==> src/rtl/cpu_pkg.sv <==
// rtl/cpu_pkg.sv - shared CPU control definitions: trap state encoding, address width, save word codes
package cpu_pkg;

  localparam int CPU_ADDR_W = 16;

  typedef enum logic [2:0] {
    TRAP_IDLE   = 3'd0,
    TRAP_SAVE_A = 3'd1,
    TRAP_SAVE_W = 3'd2,
    TRAP_VEC_A  = 3'd3,
    TRAP_VEC_R  = 3'd4,
    TRAP_LOAD   = 3'd5,
    TRAP_ACK    = 3'd6
  } trap_state_t;

  // Context word codes driven on save_sel; further indices are CPU-specific extras
  localparam logic [2:0] SAVE_SEL_PSW = 3'd0;
  localparam logic [2:0] SAVE_SEL_PC  = 3'd1;

endpackage

==> src/rtl/trap_arbiter.sv <==
// rtl/trap_arbiter.sv - combinational trap channel pick; round-robin from rr_ptr when TRAP_RR_PRIO_EN, else lowest index
module trap_arbiter #(
  parameter int NUM_CH = 4,
  parameter int CH_W   = $clog2(NUM_CH)
) (
  input  logic [NUM_CH-1:0] pending,
`ifdef TRAP_RR_PRIO_EN
  input  logic [CH_W-1:0]   rr_ptr,
`endif
  output logic [CH_W-1:0]   ch
);

`ifdef TRAP_RR_PRIO_EN
  int   j;
  logic found;

  always_comb begin
    ch    = '0;
    found = 1'b0;
    j     = 0;
    for (int i = 0; i < NUM_CH; i++) begin
      j = int'(rr_ptr) + i;
      if (j >= NUM_CH) j = j - NUM_CH;
      if (!found && pending[j]) begin
        ch    = CH_W'(j);
        found = 1'b1;
      end
    end
  end
`else
  // Scan downward so the lowest pending index is the last (winning) assignment
  always_comb begin
    ch = '0;
    for (int i = NUM_CH - 1; i >= 0; i--) begin
      if (pending[i]) ch = CH_W'(i);
    end
  end
`endif

endmodule

==> src/rtl/trap_sequencer.sv <==
// rtl/trap_sequencer.sv - multi-channel trap entry sequencer (context save, vector fetch, PC load, ack)
// Optional macro TRAP_RR_PRIO_EN selects round-robin arbitration instead of fixed lowest-index priority.
module trap_sequencer
  import cpu_pkg::*;
#(
  parameter int                NUM_CH     = 4,
  parameter int                ADDR_W     = CPU_ADDR_W,
  parameter int                SAVE_WORDS = 2,
  parameter logic [ADDR_W-1:0] VEC_BASE   = '0,
  parameter int                VEC_STRIDE = 1
) (
  input  logic              clk,
  input  logic              reset_n,
  input  logic [NUM_CH-1:0] irq_req,
  input  logic [NUM_CH-1:0] irq_mask,
  input  logic              privileged,
  input  logic              boundary,
  input  logic              mem_ready,
  output logic              take,
  output logic              busy,
  output logic              sp_dec,
  output logic [2:0]        save_sel,
  output logic              mem_req,
  output logic              mem_we,
  output logic [ADDR_W-1:0] vec_addr,
  output logic              vec_mar,
  output logic              load_pc,
  output logic [NUM_CH-1:0] irq_ack
);

  localparam int                CH_W   = $clog2(NUM_CH);
  localparam logic [ADDR_W-1:0] STRIDE = ADDR_W'(VEC_STRIDE);
  localparam logic [2:0]        LAST   = 3'(SAVE_WORDS - 1);

  trap_state_t       state, state_nxt;
  logic [CH_W-1:0]   ch, arb_ch;
  logic [2:0]        idx;
  logic [NUM_CH-1:0] pending;
  logic [ADDR_W-1:0] vec_nxt;

  assign pending = irq_req & ~irq_mask;
  // Gated by reset_n so the CU never sees an acceptance while the sequencer is held in reset
  assign take    = reset_n & (state == TRAP_IDLE) & boundary & ~privileged & (|pending);
  assign vec_nxt = VEC_BASE + ADDR_W'(arb_ch) * STRIDE;

`ifdef TRAP_RR_PRIO_EN
  logic [CH_W-1:0] rr_ptr;

  always_ff @(posedge clk or negedge reset_n) begin
    if (!reset_n) begin
      rr_ptr <= '0;
    end else if (state == TRAP_ACK) begin
      rr_ptr <= (ch == CH_W'(NUM_CH - 1)) ? '0 : ch + CH_W'(1);
    end
  end

  trap_arbiter #(.NUM_CH(NUM_CH), .CH_W(CH_W)) u_arb (
    .pending (pending),
    .rr_ptr  (rr_ptr),
    .ch      (arb_ch)
  );
`else
  trap_arbiter #(.NUM_CH(NUM_CH), .CH_W(CH_W)) u_arb (
    .pending (pending),
    .ch      (arb_ch)
  );
`endif

  always_ff @(posedge clk or negedge reset_n) begin
    if (!reset_n) state <= TRAP_IDLE;
    else          state <= state_nxt;
  end

  always_comb begin
    state_nxt = state;
    case (state)
      TRAP_IDLE:   if (take) state_nxt = TRAP_SAVE_A;
      TRAP_SAVE_A: state_nxt = TRAP_SAVE_W;
      TRAP_SAVE_W: if (mem_ready) state_nxt = (idx == LAST) ? TRAP_VEC_A : TRAP_SAVE_A;
      TRAP_VEC_A:  state_nxt = TRAP_VEC_R;
      TRAP_VEC_R:  if (mem_ready) state_nxt = TRAP_LOAD;
      TRAP_LOAD:   state_nxt = TRAP_ACK;
      TRAP_ACK:    state_nxt = TRAP_IDLE;
      default:     state_nxt = TRAP_IDLE;
    endcase
  end

  always_comb begin
    busy     = (state != TRAP_IDLE);
    sp_dec   = 1'b0;
    save_sel = 3'd0;
    mem_req  = 1'b0;
    mem_we   = 1'b0;
    vec_mar  = 1'b0;
    load_pc  = 1'b0;
    irq_ack  = '0;
    case (state)
      TRAP_SAVE_A: begin
        sp_dec   = 1'b1;
        save_sel = idx;
      end
      TRAP_SAVE_W: begin
        mem_req  = 1'b1;
        mem_we   = 1'b1;
        save_sel = idx;
      end
      TRAP_VEC_A:  vec_mar = 1'b1;
      TRAP_VEC_R:  mem_req = 1'b1;
      TRAP_LOAD:   load_pc = 1'b1;
      TRAP_ACK:    irq_ack = {{(NUM_CH-1){1'b0}}, 1'b1} << ch;
      default:     ;
    endcase
  end

  // Channel and vector are frozen at take; later request/mask changes cannot redirect the sequence
  always_ff @(posedge clk or negedge reset_n) begin
    if (!reset_n) begin
      ch       <= '0;
      idx      <= SAVE_SEL_PSW;
      vec_addr <= '0;
    end else if (take) begin
      ch       <= arb_ch;
      idx      <= SAVE_SEL_PSW;
      vec_addr <= vec_nxt;
    end else if (state == TRAP_SAVE_W && mem_ready && idx != LAST) begin
      idx <= idx + 3'd1;
    end
  end

endmodule

==> config.mk <==
export PLATFORM = sky130hd
export DESIGN_NAME = trap_sequencer
export DESIGN_NICKNAME = d
export VERILOG_FILES = /design/src/rtl/cpu_pkg.sv /design/src/rtl/trap_arbiter.sv /design/src/rtl/trap_sequencer.sv
export SDC_FILE = /design/constraint.sdc
export NUM_CORES = 1
export LEC_CHECK = 0
export ABC_AREA = 1
export ABC_CLOCK_PERIOD_IN_PS = 1340
export CAP_MARGIN = 40
export CORE_MARGIN = 10
export CORE_UTILIZATION = 37
export DETAILED_ROUTE_END_ITERATION = 8
export PLACE_DENSITY = 0.82
export SETUP_SLACK_MARGIN = 0.15
export SYNTH_ARGS = -nofsm -noshare
export SYNTH_HDL_FRONTEND = slang
export SYNTH_SLANG_ARGS = --single-unit
export TNS_END_PERCENT = 10
==> constraint.sdc <==
create_clock -name clk -period 1.34 [get_ports clk]
set_input_delay 0.268 -clock clk [delete_from_list [all_inputs] [get_ports clk]]
set_output_delay 0.268 -clock clk [all_outputs]
set_load 0.005 [all_outputs]
==> out/metrics.yaml <==
async_reset_ff_frac: 1.000
p_seq_frac: 0.215
drv_cap: 0
die_x_microns: 64.37
worst_r2r_path_depth: 9
synth.avg_cell_area_sq_um: 7.002
critical_path_arrival_ps: 1310
violations: "setup timing"
maxSlewViolCount: 0
clock_skew_ps: 1.761
fin_ws_ps: -238.3
yosys.area.top_type: "dfrtp_1"
numCtsBuffers: 3
grtUsageTotal: 0.1049
min_period_ps: 1578
leakagePower_nw: 0.6931
synth_top_area_frac: 0.2749
synth_edf_count: 0
clk_latency_ps: 260
power.switching_w: 0.0008339
antenna_found_initial: 0
routed_via_density: 4.303
rr_startpoint: "state[0]"
rsz0062_at_grt: "true"
worstPathRequired_ps: 1070
io_buffers: 28
vias: 796
worstPathMaxFanout: 3
fmax_ghz: 0.6336
die_h_microns: 64.37
routed_wl_microns: 2261
place_congestion: 0.8221
setup_viol: 16
syn_inst: 104
clkPwrFrac: 0.100
ios: 43
holdWs_ps: 332.0
nNetsFinal: 177
ant_nets: 0
yosysWarnings: 0
path_common_cell: "inv_2"
critPathKind: "reg -> out"
path_cells: "inv_2, or2_4, o21ai_2, inv_2, nor2_1, buf_2"
post-dp-hpwl_microns: 1789
clk_transition_reported_paths_ps: 60
slowest_stage: "dfrtp_1"
grt_pass1_vias: 868
first_pass_iters: 2
drc_errors: 0
yosys_most_used_dff: "dfrtp_1"
post-route-period-util: 1.178
cp-end-kind: "output pin"
gr-total-overflow: 0
status: "finished, violations left"
initial_core_util: 0.4042
p_per_area_nw_per_um2: 1594
p_comb_frac: 0.684
row_count: 15
drive_gt1_frac: 0.4625
postPlaceCellArea_sq_um: 1149
p_int_w: 0.001122
dr.first_iter.drc_count: 13
cp-start-kind: "flip-flop"
syn2layout_area_growth_pct: 68.56
ys_ff_latch: 8
cpPeakStageDelay_ps: 380
dieArea_sq_um: 4143
grt_max_degree: 9
post-place-ws_ps: -593.5
cts.hold.buffers_added: 0
synth_common_cells: "nand2_1 (21), inv_1 (16), buf_4 (14)"
yosysSeqAreaShare: 0.2749
vdd_drop_max_mv: 0.8715
hold_path.class: "in -> async"
final_area_sq_um: 1227
grt_first_pass_wirelength_microns: 3615
total_power_w: 0.001956
core_area_sq_um: 1802
ctsHtreeMaxLevel: 1
synth_most_common_cell: "nand2_1"
r2r-end: "state[1]"
r2r_slack_ps: -10
wl_per_cell_microns: 12.22
cts.sinks: 8
synthDistinctLibCells: 21
synth.top_cells.by_area: "dfrtp_1 (27%), buf_4 (14%), nand2_1 (11%)"
hold_violations: 0
clockBufferDepth: 2
netlist_area_sq_um: 728.2
switching_share: 0.4263
antennaDiodeCount: 0
cts_tree: "built"
clockRootBuffer: "clkbuf_4"
## timing repair
| action | CTS | global route |
|---|---|---|
| pin swaps | 6 | 2 |
| endpoints found under the setup margin | 22 | 23 |
| gates resized for setup | 63 | 22 |
| setup buffers | 4 | 0 |
| hold endpoints to repair | 0 | 0 |
## metrics by stage
step                setup TNS (ps)  cells    util
CTS                          -2905    185  0.6701
finish                       -2330    185  0.6813
detailed placement           -5828    178  0.6375
floorplan                        0    117       -
global placement             -5325    178  0.6375
global route                 -3672    185  0.6813
## sequential cells by signal (all words and copies together) (netlist names)
signal / cells
idx: 3
state: 3
ch: 2
## cell usage in the layout (no fill, tap or decap)
cell	count
buf_2	11
buf_4	19
buf_6	9
clkbuf_2	2
clkbuf_4	3
clkdlybuf4s50_1	12
conb_1	14
dfrtp_1	7
dfrtp_2	1
dlygate4sd2_1	1
ha_1	1
ha_2	1
inv_1	14
inv_2	5
inv_4	1
nand2_1	19
nand2_2	4
nand2_4	3
nand3_1	6
nand3_4	2
nor2_1	6
nor2_2	4
nor2_4	2
nor3_2	4
o21ai_1	4
o21ai_2	1
o21ai_4	1
o221ai_1	1
or2_4	1
xor2_1	1
## logic make-up after synthesis
family                     count (synthesis)  synth area share
AOI/OAI and AO/OA                          7           0.07389
xor gates and xnor gates                   1           0.01203
adders and majority gates                  2           0.03436
buffers and inverters                     34            0.2474
DFF                                        8            0.2749
other                                      1          0.005150
and+or+nand+nor                           51            0.3522
## worst max-delay path by stage
stage / start / end / depth (start not counted) / slack (ps)
floorplan: state[1] / save_sel[0] / 4 / 100
global placement: reset_n / take / 6 / -580
detailed placement: reset_n / take / 6 / -590
CTS: state[1] / save_sel[2] / 5 / -260
global route: state[0] / save_sel[2] / 6 / -340
finish: state[0] / save_sel[0] / 6 / -240
## metal layers
layer | global-route usage | share of wire | vias to the layer above
met5 | 0 | 0 | -
met3 | 0.03310 | 0.060 | 3
li1 | - | - | 401
met4 | 0.04278 | 0.0097 | 0
met1 | 0.1028 | 0.41 | 362
met2 | 0.1970 | 0.52 | 30
## critical path, delay by kind of cell, from the launching register on
kind	cells	cell delay (ps)
DFF	1	380
and+or+nand+nor	2	310
AOI/OAI and AO/OA	1	130
buffers and inverters	3	230
## final cells by class
class / count / area [sq um]
multi-input cells: 75 / 456.7
clock buffers: 3 / 22.52
repair buffers: 54 / 437.9
fillers: 157 / 574.3
inverters: 20 / 77.57
flip-flops and latches: 8 / 201.4
well taps: 25 / 31.28
## power by group through the flow
stage	sequential, W	combinational, W	clock (W)
finish	0.000421	0.00134	0.000196
global route	0.000437	0.00147	0.000216
floorplan	0.000423	0.000562	0
global placement	0.000404	0.00116	0
detailed placement	0.000413	0.00120	0
CTS	0.000408	0.00128	0.000203
Power figures use the tool's default switching activity.
